$ cat src/rtl/mdu_div_issue.sv
// Issue/retire controller for the multi-cycle integer divider: screens trivial
// cases, holds operands stable while the divider works, and hands back the result.
module mdu_div_issue (
    input  logic        clk,
    input  logic        rst_n,
    input  logic        in_valid,
    output logic        in_ready,
    input  logic [2:0]  in_funct3,
    input  logic [31:0] in_rs1,
    input  logic [31:0] in_rs2,
    input  logic [4:0]  in_rd,
    input  logic        flush,
    output logic        out_valid,
    input  logic        out_ready,
    output logic [31:0] out_data,
    output logic [4:0]  out_rd,
    output logic [2:0]  div_sel,
    output logic [31:0] div_a,
    output logic [31:0] div_b,
    input  logic        div_ready,
    input  logic [31:0] div_res,
    output logic        busy
);

    // state  | meaning
    // IDLE   | waiting for an op
    // ISSUE  | divider driven, waiting for div_ready
    // HOLD   | result captured, waiting for div_ready to drop
    // RESULT | out_valid asserted until out_ready
    // ABORT  | flushed while issued, waiting for div_ready to drop
    typedef enum logic [2:0] {IDLE, ISSUE, HOLD, RESULT, ABORT} state_t;

    state_t      state, state_nxt;
    logic [2:0]  f3_q;
    logic [31:0] a_q, b_q;
    logic        discard_q;
    logic        rst_wait_q;
    logic        accept;
    logic        ovf, fast;
    logic [31:0] fast_val;

    // The divider may still be holding ready from a pre-reset launch.
    assign in_ready  = (state == IDLE) & ~flush & ~rst_wait_q;
    assign accept    = in_valid & in_ready;
    assign busy      = (state != IDLE);
    assign out_valid = (state == RESULT) & ~flush;

    assign ovf  = ~in_funct3[0] & (in_rs1 == 32'h8000_0000) & (in_rs2 == 32'hFFFF_FFFF);
    assign fast = ~in_funct3[2] | (in_rs2 == 32'd0) | ovf;

    always_comb begin
        fast_val = 32'd0;
        if (!in_funct3[2])
            fast_val = 32'd0;
        else if (in_rs2 == 32'd0)
            fast_val = in_funct3[1] ? in_rs1 : 32'hFFFF_FFFF;
        else if (ovf)
            fast_val = in_funct3[1] ? 32'd0 : 32'h8000_0000;
    end

    always_comb begin
        div_sel = 3'b000;
        div_a   = 32'd0;
        div_b   = 32'd0;
        if (state == ISSUE) begin
            div_sel = {1'b0, f3_q[1:0]} + 3'd1;
            div_a   = a_q;
            div_b   = b_q;
        end
    end

    always_comb begin
        state_nxt = state;
        case (state)
            IDLE:    if (accept) state_nxt = fast ? RESULT : ISSUE;
            ISSUE:   if (flush) state_nxt = ABORT;
                     else if (div_ready) state_nxt = HOLD;
            HOLD:    if (!div_ready) state_nxt = (discard_q | flush) ? IDLE : RESULT;
            RESULT:  if (flush || out_ready) state_nxt = IDLE;
            ABORT:   if (!div_ready) state_nxt = IDLE;
            default: state_nxt = IDLE;
        endcase
    end

    always_ff @(posedge clk or negedge rst_n) begin
        if (!rst_n) state <= IDLE;
        else        state <= state_nxt;
    end

    always_ff @(posedge clk or negedge rst_n) begin
        if (!rst_n) begin
            f3_q       <= 3'd0;
            a_q        <= 32'd0;
            b_q        <= 32'd0;
            out_rd     <= 5'd0;
            out_data   <= 32'd0;
            discard_q  <= 1'b0;
            rst_wait_q <= 1'b1;
        end else begin
            if (!div_ready)
                rst_wait_q <= 1'b0;
            if (accept) begin
                f3_q      <= in_funct3;
                a_q       <= in_rs1;
                b_q       <= in_rs2;
                out_rd    <= in_rd;
                discard_q <= 1'b0;
                if (fast)
                    out_data <= fast_val;
            end
            if (state == ISSUE && !flush && div_ready)
                out_data <= div_res;
            if (state == HOLD && flush)
                discard_q <= 1'b1;
        end
    end

endmodule

$ cat config.mk
export PLATFORM = sky130hd
export DESIGN_NAME = mdu_div_issue
export DESIGN_NICKNAME = d
export VERILOG_FILES = /design/src/rtl/mdu_div_issue.sv
export SDC_FILE = /design/constraint.sdc
export NUM_CORES = 1
export LEC_CHECK = 0
export BUFFER_PORTS_ARGS = -buffer_cell sky130_fd_sc_hd__buf_4
export CAP_MARGIN = 0
export CORE_UTILIZATION = 44
export CTS_CLUSTER_DIAMETER = 30
export DETAILED_ROUTE_END_ITERATION = 10
export HOLD_SLACK_MARGIN = 0.06
export PLACE_DENSITY = 0.76
export SLEW_MARGIN = 30
export SYNTH_ARGS = -nofsm -noshare
export SYNTH_HDL_FRONTEND = slang
export SYNTH_SLANG_ARGS = --single-unit
export TNS_END_PERCENT = 100
$ cat constraint.sdc
create_clock -name clk -period 1.95 [get_ports clk]
set_clock_uncertainty 0.05 [all_clocks]
set_input_delay 0 -clock clk [delete_from_list [all_inputs] [get_ports clk]]
set_output_delay 0 -clock clk [all_outputs]
set_load 0.1 [all_outputs]
== After elaboration in Yosys (flattened, before gate mapping) ==
Cells that the tools add are included.

* Input bits: 110
* Bits in registers: 108
* Logic and storage cells: 68

* $add $sub $neg: 1
* Reductions and logical operators: 13
* Muxes and demuxes: 22
* Equal/unequal tests: 11
* Bitwise logic cells: 13

{| class="wikitable"
|+ Operators with widths
! kind !! count
|-
| 2-to-1 mux 32 bit || 10
|-
| == test 32 bit, second input constant || 2
|-
| logical NOT 32 bit || 1
|-
| 2-to-1 mux 3 bit || 7
|-
| case mux 3 bit (5 select lines) || 1
|-
| AND 1 bit || 6
|-
| == test 3 x 2 -> 1 bit, second input constant || 2
|-
| inequality test 2 bit, second input constant || 3
|-
| nonzero test 2 bit || 3
|-
| AND reduction 5 bit || 1
|-
| 2-to-1 mux 2 bit || 2
|-
| inverter 1 bit || 4
|-
| adder 2 x 1 -> 3 bit, second input constant || 1
|-
| == test 3 x 1 -> 1 bit, second input constant || 1
|-
| == test 3 bit, second input constant || 1
|-
| logical AND 1 bit || 3
|-
| logical NOT 3 bit || 1
|-
| inequality test 3 bit, second input constant || 1
|-
| bitwise OR 1 bit || 3
|-
| nonzero test 3 bit || 1
|-
| 2-to-1 mux 1 bit || 2
|-
| inequality test 2 x 1 -> 1 bit, second input constant || 1
|-
| AND reduction 2 bit || 1
|-
| logical NOT 1 bit || 1
|-
| logical OR 1 bit || 1
|}

== Longest topological paths before layout ==
Gate-level depths: netlist (run 1).

* Word-level depth: 9
* Mapped depth: 9
* Gate-level depth less buffers: 6

== Worst setup path before layout (run 1) ==
OpenSTA, ideal clock, no wires.

* Path kind: register to output
* Start: register state[1]
* End: output port in_ready
* Path slack: -1951 ps
* Data required time: 1900 ps
* Cell stages (with the launch flop): 4
* Data arrival time: 3851 ps
* Cell sequence: dfrtp_1 buf_2 clkbuf_1 nor4b_1

* Longest elaborated chain between the ends: 3

{| class="wikitable"
|+ RTL lines
! element !! line !! source
|-
| start: declaration || 33 || <nowiki>state_t state, state_nxt;</nowiki>
|-
| start signal: assignment || 87 || <nowiki>else state <= state_nxt;</nowiki>
|-
| logical NOT 3 bit || 43 || <nowiki>assign in_ready = (state == IDLE) & ~flush & ~rst_wait_q;</nowiki>
|-
| AND 1 bit (2 in a row) || 43 ||
|-
| end: declaration || 7 || <nowiki>output logic in_ready,</nowiki>
|}

No other way between the ends.

== Worst setup path after layout (run 1) ==
* Start: input port in_rs1[12]
* End: register out_data[0]

* Longest elaborated chain between the ends: 9
* Elaborated cells on any way between the ends: 12

{| class="wikitable"
|+ RTL lines
! element !! line !! source
|-
| start: declaration || 9 || <nowiki>input logic [31:0] in_rs1,</nowiki>
|-
| == test 32 bit * || 48 || <nowiki>assign ovf = ~in_funct3[0] & (in_rs1 == 32'h8000_0000) & (in_rs2 == 32'hFFFF_FFFF);</nowiki>
|-
| AND 1 bit * (2 in a row) || 48 ||
|-
| 2-to-1 mux 32 bit || 57 || <nowiki>else if (ovf)</nowiki>
|-
| 2-to-1 mux 32 bit || 55 || <nowiki>else if (in_rs2 == 32'd0)</nowiki>
|-
| 2-to-1 mux 32 bit || 53 || <nowiki>if (!in_funct3[2])</nowiki>
|-
| 2-to-1 mux 32 bit || 108 || <nowiki>if (fast)</nowiki>
|-
| 2-to-1 mux 32 bit || 102 || <nowiki>if (accept) begin</nowiki>
|-
| 2-to-1 mux 32 bit || 111 || <nowiki>if (state == ISSUE && !flush && div_ready)</nowiki>
|-
| end signal: assignment || 109 || <nowiki>out_data <= fast_val;</nowiki>
|-
| end signal: assignment || 112 || <nowiki>out_data <= div_res;</nowiki>
|-
| end: declaration || 15 || <nowiki>output logic [31:0] out_data,</nowiki>
|}

Every way passes the cells marked *; elsewhere a longest branch is shown, timed or not. The select of a mux whose other input is x is not followed.
A chain may end at the register's enable or synchronous reset.

==> flow_summary.json, run 1 <==
{
  "status": "finished with violations",
  "failed_checks": "negative setup slack",
  "met2_usage": 0.549,
  "gr-total-overflow": 0,
  "synth-xor-area-share": 0,
  "place.detailed.hpwl_um": 11500,
  "ys_async_sr_fraction": 1.00,
  "clockBufferDepth": 2,
  "p_leak_uw": 0.00469,
  "wire_per_inst_um": 22.4,
  "met3_usage": 0.0792,
  "cts_sinks": 108,
  "grt_pass1_vias": 5588,
  "root_buffer": "clkbuf_16",
  "slew_headroom": 0.637,
  "final_cell_mix": "buf_4 (177), dlygate4sd3_1 (110), dfrtp_1 (107)",
  "cts_buffers": 9,
  "synth-simple-area-share": 0.193,
  "grt_start_max_net_pins": 78,
  "num_io_pins": 217,
  "nets": 932,
  "synth_compound_area_frac": 0.0742,
  "nFillCells": 556,
  "hp-class": "in -> async",
  "synth_fa_ha_area_frac": 0.00229,
  "die_area_um2": 12900,
  "gp_congestion": 0.852,
  "grt-busiest-layer": "met2",
  "path_clk_slew_ns": 0.07,
  "wl_um": 22200,
  "synth_top_family_by_area": "multiplexers",
  "grt_pass1_wl_um": 30100,
  "synthTopCellsByArea": "dfrtp_1 (49%), mux2_2 (19%), and2_1 (7.7%), a22o_1 (5.0%), nand2b_1 (3.7%)",
  "synth-edff-count": 0,
  "total_power_uw": 15300,
  "synth_top_area_share": 0.490,
  "ys_seq_area_frac": 0.495,
  "seq_area_um2": 2700,
  "initial_utilization": 0.453,
  "insertion_delay_ns": 0.35,
  "drc": 0,
  "post-route-period-util": 1.13,
  "yosys_most_used_dff": "dfrtp_1",
  "ys_types": 40,
  "yosys.area.top_type": "dfrtp_1",
  "core_um2": 12100,
  "drv_slew": 0,
  "crit_arrival_ns": 2.39,
  "antenna_cells": 0,
  "ctsHtreeMaxLevel": 3,
  "grt_antenna_before_repair": 0,
  "fin_ws_ns": -0.261,
  "crit_required_ns": 2.13,
  "drtIter0Drc": 354,
  "avgSynthCellArea_um2": 11.7,
  "layout_min_cycle_time_ns": 2.21,
  "final_layout_size_suffix_gt1_frac": 0.544,
  "layout_commonest_cell": "buf_4",
  "multiInputGateArea_um2": 2790,
  "viasPerCell": 5.43,
  "die_y_um": 113,
  "io_buffer_count": 216,
  "yosysWarnings": 0,
  "area_delta_synth_final_pct": 84.0,
  "whs_ns": 0.0677,
  "grt_util_met1": 0.358,
  "worstMarginPinSlew_ns": 0.540,
  "fin_area_um2": 10100,
  "cts_tree": "yes",
  "hold_violations": 0,
  "cp_max_fo": 8,
  "fp-row-count": 40,
  "synth_mux_area_frac": 0.201,
  "synth-seq-cells": 108,
  "ant_nets": 0,
  "irDropWorstVdd_uv": 1290,
  "track_usage": 0.307,
  "post_dp_cell_area_um2": 7500,
  "max_freq_ghz": 0.452,
  "drv_cap": 0,
  "critPathLaunchType": "primary input",
  "vias": 5393,
  "firstDrtPassIters": 5,
  "cp-end-kind": "register",
  "path_class": "in -> reg",
  "rsz0062_at_grt": "true",
  "setup_viol": 159,
  "pwr_density_cell_nw_per_um2": 1520,
  "syn-cell-area_um2": 5460,
  "die_width_um": 113,
  "postSynthCellCount": 468,
  "syn-num-nets": 579
}
## stage by stage
| step | worst slack (ns) | cells | TNS [ns] | utilization |
|---|---|---|---|---|
| 2_1_floorplan | -0.555 | 468 | -11.22 | - |
| 6_report | -0.261 | 993 | -17.04 | 0.834 |
| 3_5_place_dp | -0.136 | 848 | -7.12 | 0.622 |
| 3_3_place_gp | -0.0933 | 848 | -5.11 | 0.622 |
| 5_1_grt | -0.257 | 993 | -24.08 | 0.834 |
| 4_1_cts | -0.104 | 977 | -5.33 | 0.770 |
## area by class of cell
| cell class | count | area share |
|---|---|---|
| Tap cell | 168 | 0.0209 |
| Multi-Input combinational cell | 324 | 0.278 |
| Timing Repair Buffer | 375 | 0.400 |
| Sequential cell | 108 | 0.269 |
| Clock inverter | 5 | 0.00772 |
| Clock buffer | 10 | 0.0228 |
| Inverter | 3 | 0.00149 |
## critical path, cell delays in order
cell,delay (ns)
dlygate4sd3_1,0.55
buf_4,0.16
nor4_1,0.51
nand3_1,0.23
nor4_2,0.19
buf_4,0.17
a21oi_4,0.09
clkbuf_16,0.18
mux2_2,0.30
## metal layers
| layer | wire (um) | part of all wire |
|---|---|---|
| met1 | 8280 | 0.37 |
| met2 | 11800 | 0.53 |
| met3 | 1540 | 0.069 |
| met4 | 630 | 0.028 |
| met5 | 0 | 0 |
## synth_stat cells, types with 2 or more instances
library cell    n
nor4_1         17
nand3_1         2
o21ai_0         3
inv_1           3
a22o_1         31
or3_1           2
o22a_1          2
nand2b_1       32
nor3_1          3
nor4b_1         3
nor2_1          8
o211ai_1        2
and3_1          3
dfrtp_1       107
buf_6           6
nor2b_1         3
mux2_2         92
nand4b_1        3
a21oi_1         3
nand4_1         8
mux2_4          4
clkbuf_1       18
buf_2           7
and2_1         67
nand2_1        24
## final timing paths
path                       startpoint           end  slack, ns  cells after the start
min reg2reg                 out_rd[1]     out_rd[1]       0.43                      2
min in group clk           in_rs1[29]  out_data[29]       0.08                      4
min                             rst_n       b_q[16]       0.07                      2
max in group asynchronous       rst_n    rst_wait_q       0.99                      3
max                        in_rs1[12]   out_data[0]      -0.26                      9
max reg2reg                  state[2]   out_data[0]      -0.16                      6
## flip-flops by register name, summed over array words and instances, names as in the netlist
signal and cells:
out_data 32, rst_wait_q 1, a_q 32, f3_q 2
out_rd 5, b_q 32, state 3, discard_q 1
## what timing repair did
| item | 4_1_cts | 5_1_grt |
|---|---|---|
| resized for setup | 86 | 154 |
| setup endpoints to repair | 162 | 164 |
| hold buffers | 110 | 0 |
| pin swaps | 2 | 41 |
| gates cloned | 1 | 8 |
| setup buffers | 3 | 8 |
| hold endpoints to repair | 214 | 0 |
## logic make-up (layout without fill, tap and decap cells)
kind of cell             count (synthesis)  after routing
adder cells (fa/ha/maj)                  1              1
buffers and inverters                   36            393
flip-flops                             108            108
multiplexers                            96             96
AND/OR/NAND/NOR                        178            178
AO/OA/AOI/OAI                           49             49
## power breakdown
group          leakage [uW]  switching [uW]  internal, uW
Sequential          0.00135             542          3120
Clock              0.000148             829          1120
Combinational       0.00319            6000          3670
(Power assumes the default switching activity.)
==> run 2: changes to the inputs <==
CELL_PAD_IN_SITES_DETAIL_PLACEMENT = 0   (was default)
CELL_PAD_IN_SITES_GLOBAL_PLACEMENT = 1   (was default)
CORE_UTILIZATION = 34   (was 44)
PLACE_DENSITY = default   (was 0.76)
PLACE_DENSITY_LB_ADDON = 0.1   (was default)
==> run 2 against run 1 <==
Against the previous run:
- the flow still finishes with violations (negative setup slack)
- sequential power decreased by 2%
- critical path depth shrank 2
- global-route usage fell by 8.4 points
- worst setup slack gained 0.048 ns
- critical path type is now reg -> reg
- largest cell class unchanged
==> flow_summary.json, run 2 (synthesis gave the netlist of run 1 again) <==
{
  "area_delta_synth_final_pct": 89.1,
  "drc": 0,
  "antenna_cells": 0,
  "insertion_delay_ns": 0.35,
  "layout_commonest_cell": "buf_4",
  "die_y_um": 129,
  "layout_min_cycle_time_ns": 2.16,
  "cts_tree": "yes",
  "crit_path_end": "out_data[13]",
  "wl_um": 20300,
  "place.detailed.hpwl_um": 12100,
  "r2r_slack_ns": -0.21,
  "ant_nets": 0,
  "grt_start_max_net_pins": 58,
  "drtIter0Drc": 232,
  "cp-end-kind": "register",
  "io_buffer_count": 216,
  "slew_headroom": 0.539,
  "setup_viol": 134,
  "hold_violations": 0,
  "final_cell_mix": "buf_4 (178), dlygate4sd3_1 (113), dfrtp_1 (107)",
  "wire_per_inst_um": 19.3,
  "gp_congestion": 0.826,
  "grt_pass1_wl_um": 28100,
  "ctsHtreeMaxLevel": 3,
  "rr_worst_depth": 7,
  "timing.rr.end": "out_data[13]",
  "drv_slew": 0,
  "grt_pass1_vias": 5302,
  "die_area_um2": 16600,
  "nets": 943,
  "dp.cells": 891,
  "worstMarginPinSlew_ns": 0.689,
  "post_dp_cell_area_um2": 7560,
  "firstDrtPassIters": 4,
  "drv_cap": 0,
  "crit_required_ns": 2.14,
  "rsz0062_at_grt": "true",
  "failed_checks": "negative setup slack",
  "root_buffer": "clkbuf_16",
  "p_leak_uw": 0.00480,
  "num_io_pins": 217,
  "nFillCells": 1216,
  "final_layout_size_suffix_gt1_frac": 0.548,
  "irDropWorstVdd_uv": 968,
  "fp-row-count": 45,
  "viasPerCell": 4.95,
  "initial_utilization": 0.354,
  "critPathLaunchType": "register",
  "die_width_um": 129,
  "gr-total-overflow": 0,
  "grt_antenna_before_repair": 0,
  "cts_buffers": 9,
  "post-route-util": 0.670,
  "pre_cts_ws_ns": -0.141,
  "core_um2": 15400,
  "pwr_density_cell_nw_per_um2": 1470,
  "final.setup.tns_ns": -18.58,
  "stdcell_count": 1048,
  "path_class": "reg -> reg",
  "clockBufferDepth": 2,
  "top_regs": "a_q: 32 flops, b_q: 32 flops, out_data: 32 flops",
  "fin_area_um2": 10300,
  "post-route-period-util": 1.11,
  "path_clk_slew_ns": 0.07,
  "track_usage": 0.223,
  "vias": 5184,
  "max_freq_ghz": 0.462,
  "fin_ws_ns": -0.213,
  "rr_startpoint": "state[2]",
  "crit_arrival_ns": 2.35,
  "hp-class": "in -> reg",
  "critPathLaunch": "state[2]",
  "cp_max_fo": 5,
  "cts_sinks": 108,
  "status": "finished with violations"
}
## run 2: cell types whose count changed in the layout (fill, tap and decap cells not counted), sizes merged
cell         previous run  this run
clkinvlp                2         0
bufinv                  2         0
dlygate4sd3           110       113
clkbuf                 15        22
inv                     2         3
buf                   260       265
## run 2: layer usage
metal	global-route usage	vias to the layer above	routed length, um	share of wire
met2	0.362	180	9790	0.48
met4	0.0824	0	425	0.021
met1	0.290	2573	8760	0.43
met3	0.0536	29	1280	0.063
li1	-	2402	-	-
met5	0	-	0	0
## run 2: report_power, final
| part | leakage [uW] | switching (uW) | internal [uW] |
|---|---|---|---|
| logic | 0.00332 | 5960 | 3960 |
| registers | 0.00135 | 454 | 3110 |
| clock network | 0.000131 | 823 | 901 |
## run 2: worst max-delay path: stages (launching register included)
cell and delay, ns:
dfrtp_1 0.40, or4b_4 0.56, nor3_2 0.15, buf_4 0.15
o22a_1 0.20, a21oi_4 0.09, clkbuf_16 0.18, mux2_2 0.27
## run 2: timing repair
action,in CTS,in global routing
setup endpoints to repair,161,164
endpoints found under the hold margin,214,0
resized for setup,42,224
pin swaps,2,9
buffers inserted,5,8
cloned,1,15
hold buffers,114,0
## run 2: per-stage QoR
stage	hold WS (ns)	power (uW)
floorplan	-0.346	9370
global placement	-0.166	11000
detailed placement	-0.165	11100
CTS	0.0604	13400
global route	0.0638	15800
finish	0.0423	15200
## run 2: worst min-delay path by stage
stage | startpoint | endpoint | cells past startpoint
floorplan | rst_n | a_q[0] | 0
global placement | rst_n | out_rd[3] | 1
detailed placement | rst_n | out_rd[0] | 1
CTS | in_rs1[5] | out_data[5] | 4
global route | flush | state[0] | 4
finish | flush | state[0] | 4
## run 2: area by class of cell
cell class	instances	area [um^2]	share of cell area
well taps	211	264	0.0256
clock inverters	2	10.0	0.000969
clock buffers	14	254	0.0246
inverters	3	11.3	0.00109
repair buffers	386	4320	0.418
flip-flops and latches	108	2700	0.262
multi-input cells	324	2770	0.268
==> run 3: changes to the inputs <==
ABC_AREA = 1   (was default)
CORE_UTILIZATION = 31   (was 34)
==> run 3 against run 2 <==
Against the previous run:
- the flow now finishes without violations
- synthesized cell count grew 71%
- worst setup slack improved by 0.27 ns
- routed wire length down 1.6%
- first-iteration DRC count down 7.8%
- count of clock-buffer cells in the layout fell by 1
==> flow_summary.json, run 3 <==
{
  "worstMarginPinSlew_ns": 0.797,
  "layout_min_cycle_time_ns": 1.89,
  "ant_nets": 0,
  "setup_viol": 0,
  "die_y_um": 140,
  "wire_per_inst_um": 14.8,
  "synth_mux_area_frac": 0,
  "gp_congestion": 0.781,
  "ctsHtreeMaxLevel": 3,
  "critPathLaunchType": "register",
  "path_class": "reg -> out",
  "p_int_uw": 6560,
  "ys_types": 28,
  "fin_ws_ns": 0.0596,
  "ys_top_cells_by_count": "nand2_1 (254), nor2_1 (156), dfrtp_1 (107), inv_1 (92), o21ai_2 (47)",
  "seqPwrFrac": 0.233,
  "cts_tree": "yes",
  "yosysWarnings": 0,
  "root_buffer": "clkbuf_16",
  "wl_um": 19900,
  "clkPwrFrac": 0.129,
  "pre_cts_ws_ns": 0.104,
  "synthTopCellsByArea": "dfrtp_1 (46%), nand2_1 (16%), nor2_1 (10%), o21ai_2 (7.0%), inv_1 (5.9%)",
  "grt_start_max_net_pins": 69,
  "drc": 0,
  "max_freq_ghz": 0.529,
  "yosys_most_used_dff": "dfrtp_1",
  "p_comb_frac": 0.638,
  "path_clk_slew_ns": 0.07,
  "initial_utilization": 0.322,
  "p_sw_frac": 0.559,
  "die_width_um": 140,
  "synth-xor-area-share": 0,
  "p_switching_uw": 8330,
  "io_buffer_count": 216,
  "synth_fa_ha_area_frac": 0.00213,
  "syn-num-nets": 912,
  "post-route-period-util": 0.969,
  "gr-total-overflow": 0,
  "rsz0062_at_grt": "true",
  "hp-start": "in_funct3[2]",
  "rr_startpoint": "state[1]",
  "critPathLaunch": "state[1]",
  "firstDrtPassIters": 4,
  "track_usage": 0.207,
  "post_dp_cell_area_um2": 7830,
  "hold-path-cell-count": 7,
  "pwr_density_cell_nw_per_um2": 1560,
  "grt_antenna_before_repair": 0,
  "grt_pass1_vias": 6036,
  "crit_required_ns": 1.90,
  "cts_sinks": 108,
  "cts_buffers": 9,
  "cp-end-kind": "output port",
  "synth-simple-area-share": 0.311,
  "yosysMostFrequentCell": "nand2_1",
  "crit_arrival_ns": 1.84,
  "nets": 1229,
  "timing.rr.end": "out_data[24]",
  "yosys.area.top_type": "dfrtp_1",
  "area_delta_synth_final_pct": 62.9,
  "clockBufferDepth": 2,
  "drv_slew": 0,
  "slew_headroom": 0.467,
  "drtIter0Drc": 214,
  "rr_worst_depth": 10,
  "syn-cell-area_um2": 5880,
  "vias": 6004,
  "place.detailed.hpwl_um": 13700,
  "final_layout_size_suffix_gt1_frac": 0.317,
  "hp-class": "in -> reg",
  "layout_commonest_cell": "nand2_1",
  "die_area_um2": 19500,
  "synth-seq-cells": 108,
  "synth_top_family_by_area": "simple AND/OR/NAND/NOR gates",
  "p_leak_uw": 0.00475,
  "hold_end": "out_data[31]",
  "status": "finished, final reports clean",
  "core_um2": 18300,
  "postSynthCellCount": 801,
  "insertion_delay_ns": 0.35,
  "num_io_pins": 217,
  "fin_area_um2": 9570,
  "hold_violations": 0,
  "viasPerCell": 4.44,
  "fp-row-count": 49,
  "cp_max_fo": 68,
  "ys_seq_area_frac": 0.460,
  "final_cell_mix": "nand2_1 (244), buf_4 (168), nor2_1 (124)",
  "top_regs": "a_q: 32 flops, b_q: 32 flops, out_data: 32 flops",
  "ys_async_sr_fraction": 1.00,
  "avgSynthCellArea_um2": 7.34,
  "drv_cap": 0,
  "antenna_cells": 0,
  "synth_top_area_share": 0.456,
  "synth-edff-count": 0,
  "grt_pass1_wl_um": 31700,
  "synth_compound_area_frac": 0.120,
  "irDropWorstVdd_uv": 1110,
  "r2r_slack_ns": 0.14
}
==> run 3: power by group through the flow <==
| stage | clock, uW | combinational, uW | sequential (uW) |
|---|---|---|---|
| after global placement | 0 | 8940 | 3490 |
| after floorplan | 0 | 5790 | 4820 |
| after detailed placement | 0 | 8970 | 3500 |
| after global routing | 2060 | 10000 | 3570 |
| after CTS | 1980 | 9160 | 3470 |
| final | 1920 | 9500 | 3470 |
==> run 3: area by class of cell <==
type | count | area (um^2)
clock buffers | 13 | 260
clock inverters | 3 | 45.0
fillers | 1826 | 8700
inverters | 95 | 359
multi-input cells | 563 | 2750
flip-flops and latches | 108 | 2700
well taps | 229 | 287
repair buffers | 341 | 3160
==> run 3: per-stage QoR <==
| stage | power (uW) | hold slack [ns] | std cells | setup TNS, ns | util |
|---|---|---|---|---|---|
| 2_1_floorplan | 10600 | -0.346 | 801 | -72.34 | - |
| 3_3_place_gp | 12400 | -0.155 | 1223 | 0 | 0.428 |
| 3_5_place_dp | 12500 | -0.153 | 1223 | 0 | 0.428 |
| 4_1_cts | 14600 | 0.0714 | 1347 | 0 | 0.504 |
| 5_1_grt | 15700 | 0.0980 | 1352 | -0.222 | 0.524 |
| 6_report | 14900 | 0.0782 | 1352 | 0 | 0.524 |
==> run 3: routing by layer <==
| metal | vias up | track usage | part of all wire |
|---|---|---|---|
| met1 | 2762 | 0.277 | 0.47 |
| met4 | 0 | 0.0486 | 0.011 |
| met5 | - | 0 | 0 |
| met3 | 15 | 0.0365 | 0.043 |
| li1 | 3088 | - | - |
| met2 | 139 | 0.347 | 0.48 |
==> run 3: critical path, cell delays in order, from the launching register on <==
cell     delay (ns)
dfrtp_1        0.41
buf_4          0.16
nor2_2         0.14
nand2_4        0.08
buf_12         0.23
nor2_1         0.17
buf_6          0.24
==> run 3: worst max-delay path by stage <==
stage,end,slack [ns],cells after the start
6_report,div_a[29],0.06,6
5_1_grt,div_b[16],-0.03,6
4_1_cts,div_b[30],0.0007,6
3_5_place_dp,out_data[31],0.10,9
3_3_place_gp,out_data[31],0.17,9
2_1_floorplan,a_q[0],-0.58,8
==> run 3: logic make-up after synthesis <==
logic type | Yosys count
simple gates | 455
buf+inv | 132
flops | 108
compound gates | 105
fa+ha+maj | 1
==> run 3: timing repair <==
item / 4_1_cts / 5_1_grt
buffers inserted: 0 / 2
resized for setup: 0 / 76
hold buffers: 108 / 0
hold endpoints to repair: 213 / 0
setup endpoints to repair: 0 / 94
